## src/rtl/miss_fill_sequencer.sv

```systemverilog
// rtl/miss_fill_sequencer.sv - in-order miss queue feeding a single-outstanding DRAM fill sequencer
// One request is in flight at a time; side_dram outputs reflect the active entry until the next pop.

module miss_fill_sequencer #(
    parameter int QUEUE_DEPTH    = 2,
    parameter int TIMEOUT_CYCLES = 1023
) (
    input  logic         main_clk,
    input  logic         main_rst,
    input  logic         miss_valid,
    output logic         miss_ready,
    input  logic [21:0]  miss_addr_read,
    input  logic [10:0]  miss_tag_write,
    input  logic         miss_dirty,
    input  logic [127:0] miss_wdata,
    output logic         fill_valid,
    input  logic         fill_ready,
    output logic [21:0]  fill_addr,
    output logic [127:0] fill_data,
    output logic [10:0]  addr_req_read_dram_side_dram,
    output logic [10:0]  addr_req_write_dram_side_dram,
    output logic [10:0]  addr_req_common_side_dram,
    output logic [127:0] lane_from_cache_to_dram_side_dram,
    output logic         dram_controller_entry_dirty_side_dram,
    output logic         dram_controller_req_read_pulse_side_dram,
    input  logic         dram_controller_ack_read_pulse_side_dram,
    input  logic [127:0] lane_from_dram_to_cache_side_dram,
    output logic [1:0]   err_flags
);

    localparam int PTR_W = (QUEUE_DEPTH > 1) ? $clog2(QUEUE_DEPTH) : 1;
    localparam int CNT_W = PTR_W + 1;

    typedef struct packed {
        logic [21:0]  addr;
        logic [10:0]  tag;
        logic         dirty;
        logic [127:0] wdata;
    } entry_t;

    typedef enum logic [1:0] {IDLE, ISSUE, WAIT, RESP} state_t;

    entry_t           q_mem [QUEUE_DEPTH];
    entry_t           entry_in;
    entry_t           active;
    logic [PTR_W-1:0] wr_ptr;
    logic [PTR_W-1:0] rd_ptr;
    logic [CNT_W-1:0] q_count;
    logic             q_full;
    logic             q_empty;
    logic             push;
    logic             pop;
    state_t           state;
    logic [15:0]      wait_cnt;

    assign q_full     = (q_count == CNT_W'(QUEUE_DEPTH));
    assign q_empty    = (q_count == '0);
    assign miss_ready = !q_full;
    assign push       = miss_valid && miss_ready;
    assign pop        = (state == IDLE) && !q_empty;

    assign entry_in = '{addr: miss_addr_read, tag: miss_tag_write,
                        dirty: miss_dirty, wdata: miss_wdata};

    assign addr_req_read_dram_side_dram          = active.addr[21:11];
    assign addr_req_write_dram_side_dram         = active.tag;
    assign addr_req_common_side_dram             = active.addr[10:0];
    assign lane_from_cache_to_dram_side_dram     = active.wdata;
    assign dram_controller_entry_dirty_side_dram = active.dirty;

    // Storage needs no reset: the count alone decides which slots are live.
    always_ff @(posedge main_clk) begin
        if (push) begin
            q_mem[wr_ptr] <= entry_in;
        end
    end

    always_ff @(posedge main_clk) begin
        if (main_rst) begin
            wr_ptr                                   <= '0;
            rd_ptr                                   <= '0;
            q_count                                  <= '0;
            state                                    <= IDLE;
            active                                   <= '0;
            wait_cnt                                 <= '0;
            fill_valid                               <= 1'b0;
            fill_addr                                <= '0;
            fill_data                                <= '0;
            dram_controller_req_read_pulse_side_dram <= 1'b0;
            err_flags                                <= '0;
        end else begin
            if (push) begin
                wr_ptr <= wr_ptr + 1'b1;
            end
            if (pop) begin
                rd_ptr <= rd_ptr + 1'b1;
            end
            case ({push, pop})
                2'b10:   q_count <= q_count + 1'b1;
                2'b01:   q_count <= q_count - 1'b1;
                default: q_count <= q_count;
            endcase

            if (dram_controller_ack_read_pulse_side_dram && (state != WAIT)) begin
                err_flags[1] <= 1'b1;
            end

            case (state)
                IDLE: begin
                    if (pop) begin
                        active                                   <= q_mem[rd_ptr];
                        dram_controller_req_read_pulse_side_dram <= 1'b1;
                        state                                    <= ISSUE;
                    end
                end
                ISSUE: begin
                    dram_controller_req_read_pulse_side_dram <= 1'b0;
                    wait_cnt                                 <= '0;
                    state                                    <= WAIT;
                end
                WAIT: begin
                    if (dram_controller_ack_read_pulse_side_dram) begin
                        fill_data  <= lane_from_dram_to_cache_side_dram;
                        fill_addr  <= active.addr;
                        fill_valid <= 1'b1;
                        state      <= RESP;
                    end else begin
                        if (wait_cnt != 16'hFFFF) begin
                            wait_cnt <= wait_cnt + 16'd1;
                        end
                        // Flag on the edge where the count of idle WAIT cycles reaches the limit.
                        if ((wait_cnt + 16'd1) == 16'(TIMEOUT_CYCLES)) begin
                            err_flags[0] <= 1'b1;
                        end
                    end
                end
                RESP: begin
                    if (fill_ready) begin
                        fill_valid <= 1'b0;
                        state      <= IDLE;
                    end
                end
                default: state <= IDLE;
            endcase
        end
    end

endmodule

```

## config.mk

```make
export PLATFORM = sky130hd
export DESIGN_NAME = miss_fill_sequencer
export DESIGN_NICKNAME = d
export VERILOG_FILES = /design/src/rtl/miss_fill_sequencer.sv
export SDC_FILE = /design/constraint.sdc
export NUM_CORES = 1
export LEC_CHECK = 0
export CAP_MARGIN = 15
export CORE_MARGIN = 3
export CORE_UTILIZATION = 35
export CTS_CLUSTER_DIAMETER = 100
export CTS_CLUSTER_SIZE = 24
export DETAILED_ROUTE_END_ITERATION = 10
export SLEW_MARGIN = 20
export SYNTH_ARGS = -nofsm -noshare
export SYNTH_HDL_FRONTEND = slang
export SYNTH_SLANG_ARGS = --single-unit
```

## constraint.sdc

```tcl
create_clock -name main_clk -period 9.1 [get_ports main_clk]
set_input_delay 0.91 -clock main_clk [delete_from_list [all_inputs] [get_ports main_clk]]
set_output_delay 0.91 -clock main_clk [all_outputs]
set_load 0.1 [all_outputs]
```

==> results.sh, run 1 <==
export IMPL_crit_path_start_kind="flip-flop"
export IMPL_drive_gt1_share_pct=3.23
export IMPL_postCtsSetupRepairBufs=0
export IMPL_cts_tree="yes"
export IMPL_grt_overflow_total=0
export IMPL_r2r_slack_ns=5.84
export IMPL_hpwlAfterDp_microns=42200
export IMPL_multi_input_area_sq_um=6340
export IMPL_wirelength_microns=62900
export IMPL_design_area_sq_um=31300
export IMPL_status="complete, no violations"
export IMPL_synth_top_area_cell="edfxtp_1"
export IMPL_fillCellCount=5894
export IMPL_required_ns=8.19
export IMPL_power_leakage_uw=0.0102
export IMPL_hold_buffers=0
export IMPL_firstDrtPassIters=4
export IMPL_viasPerCell=4.81
export IMPL_grt_pass1_vias=15800
export IMPL_power_total_uw=11500
export IMPL_yosys_top_cells_count="338 x dfxtp_1, 324 x edfxtp_1, 315 x nand2_1, 188 x nor2_1, 171 x a21oi_1"
export IMPL_final_hold_violation_count=0
export IMPL_initial_core_util_pct=35.4
export IMPL_globalplace_congestion=0.818
export IMPL_port_buffers=611
export IMPL_synth_top_cell_area_share_pct=41.7
export IMPL_rsz0062_at_grt="false"
export IMPL_fin_cells=3317
export IMPL_core_sq_um=65900
export IMPL_synth_nets=2196
export IMPL_synth_edff_count=324
export IMPL_die_area_sq_um=69800
export IMPL_ys_flop_type="dfxtp_1"
export IMPL_post_route_period_util_pct=35.9
export IMPL_worstReg2RegStart="state[0]$_SDFFE_PP0P_"
export IMPL_h_tree_depth=2
export IMPL_cts_resized=0
export IMPL_fin_ws_ns=5.83
export IMPL_grt_max_degree=229
export IMPL_clock_sinks=662
export IMPL_ys_warnings_count=0
export IMPL_antenna_found_initial=15
export IMPL_holdPathEnd="fill_data[125]$_SDFFE_PP0P_"
export IMPL_die_w_microns=264
export IMPL_yosysUniqueCellTypes=45
export IMPL_clock_skew_ns=0.0200
export IMPL_grt_pass1_wl_microns=95000
export IMPL_fp_row_count=94
export IMPL_drc_errors=0
export IMPL_power_density_nw_per_um2=367
export IMPL_drtIter0Drc=916
export IMPL_worstHoldStart="fill_data[125]$_SDFFE_PP0P_"
export IMPL_setup_viol=0
export IMPL_peakVddDrop_mv=0.330
export IMPL_fin_crit_ns=3.27
export IMPL_grt_usage_pct=17.2
export IMPL_tns_ns=0
export IMPL_nets=2726
export IMPL_criticalPathCategory="reg2out"
export IMPL_r2r_cells=7
export IMPL_slew_headroom_pct=21.2
export IMPL_max_slew_worst_pin_slew_ns=1.18
export IMPL_syn_avg_cell_area_sq_um=12.3
export IMPL_cp_max_fo=4
export IMPL_end_kind="primary output"
export IMPL_detailroute_via_count=16000
export IMPL_placed_cells=3249
export IMPL_r2r_end="lane_from_cache_to_dram_side_dram[118]$_SDFFE_PP0P_"
export IMPL_cts_made_buffers=35
export IMPL_dp_slack_ns=5.65
export IMPL_netlist_top_cells_area="edfxtp_1 42%, dfxtp_1 29%, mux2i_1 7.0%"
export IMPL_ant_nets=0
export IMPL_hold_class="reg2reg"
export IMPL_cap_violations=0
export IMPL_arrival_ns=2.36
export IMPL_syn_area_sq_um=23300
export IMPL_avgRoutedWirePerCell_microns=18.9
export IMPL_clk_root_buffer_cell="clkbuf_16"
export IMPL_pin_count=612
export IMPL_finalMaxSlewViolations=0
export IMPL_max_freq_ghz=0.306
export IMPL_hold_depth=2
export IMPL_die_h_microns=264
export IMPL_yosysSeqAreaShare_pct=70.7
export IMPL_clk_path_buf_depth=3
export IMPL_ff_latch_area_sq_um=16500
export IMPL_netlist_instances=1894
export IMPL_clkTransAtPathRegs_ns=0.10
export IMPL_ys_ff_latch=662
export IMPL_ys_async_sr_fraction_pct=0
export IMPL_area_growth_pct=34.1
export IMPL_clock_latency_ns=0.58
export IMPL_synth_most_common_cell="dfxtp_1"
export IMPL_place_area_sq_um=30200
## state kept, by name, summed over array words and instances, names as in the netlist
| register | count |
|---|---|
| q_mem | 324 |
| fill_data | 128 |
| lane_from_cache_to_dram_side_dram | 128 |
| fill_addr | 22 |
| wait_cnt | 16 |
| addr_req_common_side_dram | 11 |
| addr_req_read_dram_side_dram | 11 |
| addr_req_write_dram_side_dram | 11 |
| err_flags | 2 |
| q_count | 2 |
| state | 2 |
| dram_controller_entry_dirty_side_dram | 1 |
| dram_controller_req_read_pulse_side_dram | 1 |
| fill_valid | 1 |
| rd_ptr | 1 |
| wr_ptr | 1 |
## metrics by stage
| step | util [%] | hold WS [ns] |
|---|---|---|
| final | 47.5 | 0.458 |
| after global routing | 47.5 | 0.471 |
| after CTS | 47.5 | 0.458 |
| after detailed placement | 45.8 | 0.446 |
| after global placement | 45.8 | 0.441 |
| after floorplan | - | 0.471 |
## layer usage
metal | global-route usage [%] | share of wire, %
met1 | 20.1 | 39
met2 | 29.4 | 49
met3 | 5.91 | 8.3
met4 | 6.22 | 3.7
met5 | 0 | 0.13
## cells by family after synthesis
family / count (synthesis) / share of synthesized area, %
AO/OA/AOI/OAI: 357 / 9.61
XOR/XNOR: 10 / 0.375
adder cells (fa/ha/maj): 7 / 0.375
buffers and inverters: 138 / 2.32
multiplexers: 164 / 7.03
AND/OR/NAND/NOR: 556 / 9.64
flip-flops: 662 / 70.7
## cell usage in the layout (no fill, tap or decap), drive strengths merged, types with 10 or more instances in the layout
cell type      instances
nor2                 188
dfxtp                338
a211oi               163
inv                   10
edfxtp               324
mux2i                164
a21oi                171
nand2                315
clkdlybuf4s50        607
buf                   18
clkbuf                52
o21ai                 14
## critical path, cell delays in order, from the launching register on
cell,delay (ns)
dfxtp_1,0.41
nand2b_1,0.20
clkdlybuf4s50_1,1.18
## where the power goes
part	total [uW]	switching [uW]	internal [uW]
Combinational	5590	4220	1360
Clock	1760	974	790
Sequential	4140	354	3790
## worst max path at each step
stage                                                 start                                         end  slack (ns)  cells after the start
6_report                            q_count[0]$_SDFFE_PP0P_                                  miss_ready        5.83                      2
5_1_grt                               state[0]$_SDFFE_PP0P_  addr_req_common_side_dram[10]$_SDFFE_PP0P_        5.60                      7
4_1_cts        addr_req_read_dram_side_dram[6]$_SDFFE_PP0P_             addr_req_read_dram_side_dram[6]        5.79                      1
3_5_place_dp                                       main_rst                   err_flags[0]$_SDFFE_PP0P_        5.65                      5
3_3_place_gp                                       main_rst                   err_flags[0]$_SDFFE_PP0P_        5.67                      5
2_1_floorplan                       q_count[0]$_SDFFE_PP0P_                       q_mem[0][0]$_DFFE_PP_        0.19                      3
## cell type report
cell class / count / area share (%)
diodes: 6 / 0.0480
clock buffers: 52 / 3.07
clock inverters: 8 / 0.388
inverters: 6 / 0.0719
multi-input cells: 1094 / 20.3
flip-flops and latches: 662 / 52.7
well taps: 864 / 3.45
repair buffers: 625 / 20.0
No activity file was read; power rests on OpenSTA's default activity.
==> run 2: changes to the inputs <==
==> constraint.sdc (replaced) <==
create_clock -name main_clk -period 3.2 [get_ports main_clk]
set_input_delay 0.32 -clock main_clk [delete_from_list [all_inputs] [get_ports main_clk]]
set_output_delay 0.32 -clock main_clk [all_outputs]
set_load 0.1 [all_outputs]
==> run 2 against run 1 <==
Worst setup slack worse by 5.2 ns. Global-route usage about the same. Count of clock-buffer cells in the layout grew 1. Critical path depth rose by 4. Sequential power grew to 2.8 times the previous value. Clock skew rose by 0.023 ns. Largest power group unchanged. Sequential share of layout area decreased by 0.21 points. Utilization up 0.19 points. Clock power rose to 2.8 times the previous value. Die area is the same.
==> results.sh, run 2 (synthesized netlist as in run 1, its figures left out) <==
export IMPL_status="complete, no violations"
export IMPL_ant_nets=0
export IMPL_nets=2743
export IMPL_drc_errors=0
export IMPL_grt_usage_pct=17.2
export IMPL_die_w_microns=264
export IMPL_final_hold_violation_count=0
export IMPL_area_growth_pct=34.6
export IMPL_grt_pass1_wl_microns=95300
export IMPL_grt_overflow_total=0
export IMPL_h_tree_depth=2
export IMPL_end_kind="flip-flop"
export IMPL_avgRoutedWirePerCell_microns=18.8
export IMPL_grt_pass1_vias=16000
export IMPL_crit_path_start_kind="flip-flop"
export IMPL_clk_root_buffer_cell="clkbuf_16"
export IMPL_globalplace_congestion=0.836
export IMPL_fin_crit_ns=2.61
export IMPL_final_util_pct=47.7
export IMPL_wirelength_microns=62700
export IMPL_critPathLaunch="wait_cnt[1]$_SDFFE_PP0P_"
export IMPL_finalMaxSlewViolations=0
export IMPL_rsz0062_at_grt="false"
export IMPL_required_ns=3.67
export IMPL_detailroute_via_count=16100
export IMPL_drtIter0Drc=862
export IMPL_criticalPathCategory="reg2reg"
export IMPL_final_common_cell="clkdlybuf4s50_1"
export IMPL_drive_gt1_share_pct=5.85
export IMPL_die_area_sq_um=69800
export IMPL_hold_depth=3
export IMPL_hold_class="in2reg"
export IMPL_slew_headroom_pct=28.8
export IMPL_max_flop_register="q_mem"
export IMPL_clkTransAtPathRegs_ns=0.10
export IMPL_clk_path_buf_depth=3
export IMPL_switching_share_pct=48.4
export IMPL_hold_buffers=0
export IMPL_p_comb_share_pct=49.2
export IMPL_firstDrtPassIters=4
export IMPL_peakVddDrop_mv=0.745
export IMPL_core_sq_um=65900
export IMPL_r2r_end="wait_cnt[2]$_SDFFE_PP0P_"
export IMPL_clkPwrFrac_pct=15.0
export IMPL_power_leakage_uw=0.0104
export IMPL_max_freq_ghz=0.384
export IMPL_fp_row_count=94
export IMPL_cts_resized=0
export IMPL_fillCellCount=5888
export IMPL_cp_max_fo=14
export IMPL_grt_max_degree=127
export IMPL_pin_count=612
export IMPL_p_int_uw=16900
export IMPL_antenna_found_initial=18
export IMPL_power_total_uw=32700
export IMPL_post_route_period_util_pct=81.4
export IMPL_largest_reg_flops=324
export IMPL_port_buffers=611
export IMPL_place_area_sq_um=30300
export IMPL_clock_latency_ns=0.59
export IMPL_clock_sinks=662
export IMPL_arrival_ns=3.07
export IMPL_power_density_nw_per_um2=1040
export IMPL_r2r_cells=6
export IMPL_r2r_slack_ns=0.59
export IMPL_cap_violations=0
export IMPL_design_area_sq_um=31400
export IMPL_critPathCapture="wait_cnt[2]$_SDFFE_PP0P_"
export IMPL_initial_core_util_pct=35.4
export IMPL_clock_skew_ns=0.0432
export IMPL_dp_slack_ns=0.293
export IMPL_p_seq_share_pct=35.7
export IMPL_hpwlAfterDp_microns=43000
export IMPL_setup_viol=0
export IMPL_fin_ws_ns=0.595
export IMPL_switchingPower_uw=15800
export IMPL_postCtsSetupRepairBufs=0
export IMPL_max_slew_worst_pin_slew_ns=1.06
export IMPL_viasPerCell=4.83
export IMPL_final_cell_mix="560 x clkdlybuf4s50_1, 336 x dfxtp_1, 324 x edfxtp_1, 313 x nand2_1, 187 x nor2_1"
export IMPL_cts_made_buffers=35
export IMPL_cts_tree="yes"
export IMPL_worstReg2RegStart="wait_cnt[1]$_SDFFE_PP0P_"
export IMPL_die_h_microns=264
-- run 2: per-stage QoR --
step	setup TNS, ns	hold slack, ns	cells
after global placement	0	0.442	3267
after detailed placement	0	0.446	3267
after floorplan	-68.26	0.419	1894
after CTS	0	0.246	3326
final	0	0.293	3340
after global routing	0	0.263	3339
-- run 2: worst max-delay path, cell delays in order, from the launching register on --
cell and delay, ns:
dfxtp_1 0.45, ha_1 0.31, nand4_2 0.26, o41ai_4 0.78, and2_4 0.39, o21ai_0 0.14, a21oi_1 0.19
-- run 2: worst min path at each step --
| stage | from | to |
|---|---|---|
| 2_1_floorplan | miss_wdata[0] | q_mem[0][0]$_DFFE_PP_ |
| 4_1_cts | lane_from_dram_to_cache_side_dram[117] | fill_data[117]$_SDFFE_PP0P_ |
| 3_3_place_gp | fill_data[70]$_SDFFE_PP0P_ | fill_data[70]$_SDFFE_PP0P_ |
| 3_5_place_dp | fill_data[55]$_SDFFE_PP0P_ | fill_data[55]$_SDFFE_PP0P_ |
| 5_1_grt | lane_from_dram_to_cache_side_dram[125] | fill_data[125]$_SDFFE_PP0P_ |
| 6_report | lane_from_dram_to_cache_side_dram[119] | fill_data[119]$_SDFFE_PP0P_ |
-- run 2: area by class of cell --
type	count	area, sq um	share of cell area [%]
Sequential cell	662	16500	52.5
Timing Repair Buffer	642	6390	20.3
Multi-Input combinational cell	1094	6360	20.2
Tap cell	864	1080	3.44
Clock buffer	53	965	3.07
Clock inverter	6	86.3	0.275
Antenna cell	13	32.5	0.103
Inverter	6	22.5	0.0716
-- run 2: power by group through the flow --
stage / combinational [uW] / sequential (uW) / clock (uW)
2_1_floorplan: 4160 / 19700 / 0
4_1_cts: 16300 / 11700 / 5130
3_3_place_gp: 16100 / 11800 / 0
6_report: 16100 / 11700 / 4920
3_5_place_dp: 16300 / 11900 / 0
5_1_grt: 16900 / 11900 / 5410
-- run 2: routing by layer --
layer	global-route usage, %	routed length [microns]
met5	0	70
met1	20.0	24400
met3	5.63	5130
met4	6.05	1960
met2	29.8	31200
==> run 3: changes to the inputs <==
==> constraint.sdc (replaced) <==
create_clock -name main_clk -period 2.45 [get_ports main_clk]
set_input_delay 0.245 -clock main_clk [delete_from_list [all_inputs] [get_ports main_clk]]
set_output_delay 0.245 -clock main_clk [all_outputs]
set_load 0.1 [all_outputs]
==> run 3 against run 2 <==
Die area did not move. Clock skew shrank 0.018 ns. Worst hold slack worse by 0.080 ns. Flip-flop and latch count is the same. Critical path depth up 1. Maximum frequency increased by 18%. Combinational power rose by 30%. Sequential share of layout area increased by 0.66 points. Critical endpoint is now wait_cnt[3]$_SDFFE_PP0P_. Critical path type unchanged. Non-clock buffer count increased by 17. Clock power grew 32%. Wire length rose by 0.71%.
==> results.sh, run 3 (synthesized netlist as in run 1, its figures left out) <==
export IMPL_status="complete, no violations"
export IMPL_max_freq_ghz=0.454
export IMPL_globalplace_congestion=0.861
export IMPL_drc_errors=0
export IMPL_p_seq_share_pct=35.7
export IMPL_clock_latency_ns=0.57
export IMPL_criticalPathCategory="reg2reg"
export IMPL_cts_tree="yes"
export IMPL_grt_pass1_wl_microns=95000
export IMPL_clk_path_buf_depth=3
export IMPL_clock_skew_ns=0.0253
export IMPL_switchingPower_uw=20800
export IMPL_cp_max_fo=13
export IMPL_finalMaxSlewViolations=0
export IMPL_port_buffers=611
export IMPL_detailroute_via_count=16100
export IMPL_initial_core_util_pct=35.4
export IMPL_switching_share_pct=48.7
export IMPL_fin_crit_ns=2.20
export IMPL_hold_buffers=1
export IMPL_place_area_sq_um=29900
export IMPL_clkPwrFrac_pct=15.2
export IMPL_hold_class="in2reg"
export IMPL_postCtsSetupRepairBufs=0
export IMPL_pin_count=612
export IMPL_p_comb_share_pct=49.1
export IMPL_antenna_found_initial=12
export IMPL_fp_row_count=94
export IMPL_core_sq_um=65900
export IMPL_hold_depth=3
export IMPL_power_leakage_uw=0.0110
export IMPL_final_common_cell="buf_4"
export IMPL_nets=2760
export IMPL_die_area_sq_um=69800
export IMPL_avgRoutedWirePerCell_microns=18.8
export IMPL_r2r_slack_ns=0.25
export IMPL_crit_path_start_kind="flip-flop"
export IMPL_ant_nets=0
export IMPL_final_cell_mix="340 x buf_4, 336 x dfxtp_1, 324 x edfxtp_1, 313 x nand2_1, 293 x clkdlybuf4s50_1"
export IMPL_peakVddDrop_mv=1.06
export IMPL_grt_usage_pct=17.2
export IMPL_cts_made_buffers=35
export IMPL_setup_viol=0
export IMPL_area_growth_pct=33.0
export IMPL_clk_root_buffer_cell="clkbuf_16"
export IMPL_clkTransAtPathRegs_ns=0.10
export IMPL_end_kind="flip-flop"
export IMPL_clock_sinks=662
export IMPL_grt_overflow_total=0
export IMPL_drive_gt1_share_pct=17.3
export IMPL_p_int_uw=21900
export IMPL_arrival_ns=2.65
export IMPL_cts_resized=0
export IMPL_hpwlAfterDp_microns=44300
export IMPL_r2r_cells=7
export IMPL_largest_reg_flops=324
export IMPL_grt_max_degree=133
export IMPL_power_density_nw_per_um2=1380
export IMPL_max_flop_register="q_mem"
export IMPL_slew_headroom_pct=53.5
export IMPL_final_hold_violation_count=0
export IMPL_h_tree_depth=2
export IMPL_wirelength_microns=63100
export IMPL_grt_pass1_vias=15900
export IMPL_firstDrtPassIters=5
export IMPL_die_w_microns=264
export IMPL_viasPerCell=4.79
export IMPL_design_area_sq_um=31000
export IMPL_max_slew_worst_pin_slew_ns=0.697
export IMPL_die_h_microns=264
export IMPL_cap_violations=0
export IMPL_required_ns=2.90
export IMPL_rsz0062_at_grt="false"
export IMPL_post_route_period_util_pct=89.8
export IMPL_dp_slack_ns=0.277
export IMPL_drtIter0Drc=1014
export IMPL_fin_ws_ns=0.250
[run 3: cell types whose count changed in the layout (fill, tap and decap cells not counted), sizes merged, moves of 2 or more]
cell / previous run / this run
clkbuf: 53 / 56
buf: 82 / 365
clkinv: 1 / 4
clkdlybuf4s50: 560 / 293
diode: 13 / 7
inv: 11 / 9
[run 3: worst paths after layout]
path,from,endpoint
hold / removal,lane_from_dram_to_cache_side_dram[125],fill_data[125]$_SDFFE_PP0P_
hold reg to reg,fill_data[42]$_SDFFE_PP0P_,fill_data[42]$_SDFFE_PP0P_
setup reg to reg,wait_cnt[0]$_SDFFE_PP0P_,wait_cnt[3]$_SDFFE_PP0P_
setup / recovery,wait_cnt[0]$_SDFFE_PP0P_,wait_cnt[3]$_SDFFE_PP0P_
[run 3: power groups by stage]
stage,clock network (uW),logic (uW),registers [uW]
after floorplan,0,5430,25700
after global placement,0,21000,15400
after detailed placement,0,21200,15500
after CTS,6750,21200,15300
after global routing,7140,22100,15500
final,6480,21000,15300
[run 3: critical path, stage by stage (launching register included)]
cell	delay, ns
dfxtp_1	0.44
ha_1	0.30
nand4_2	0.25
o41ai_4	0.49
buf_4	0.25
a31oi_1	0.06
o21ai_0	0.20
a21oi_1	0.09
[run 3: metrics by stage]
step	total power, uW	hold slack (ns)	setup TNS [ns]	utilization [%]	cells
2_1_floorplan	31200	0.344	-311.26	-	1894
3_3_place_gp	36400	0.443	0	45.5	3284
3_5_place_dp	36700	0.448	0	45.5	3284
4_1_cts	43200	0.167	0	47.1	3348
5_1_grt	44700	0.187	0	47.1	3353
6_report	42700	0.213	0	47.1	3355
[run 3: final cells by class]
cell class                 instances  area (sq um)
clock inverter                     7          98.8
tap                              864          1080
sequential                       662         16500
fill                            5907         34800
clock buffer                      56           980
timing repair buffer             659          5990
inverter                           6          22.5
multi-input combinational       1094          6360
antenna                            7          17.5
[run 3: routing by layer]
metal	up-vias	track usage, %	part of all wire [%]
met4	10	5.13	2.6
met2	475	30.2	50
met5	-	0	0.11
met3	80	5.63	8.0
met1	7621	20.1	39
li1	7868	-	-
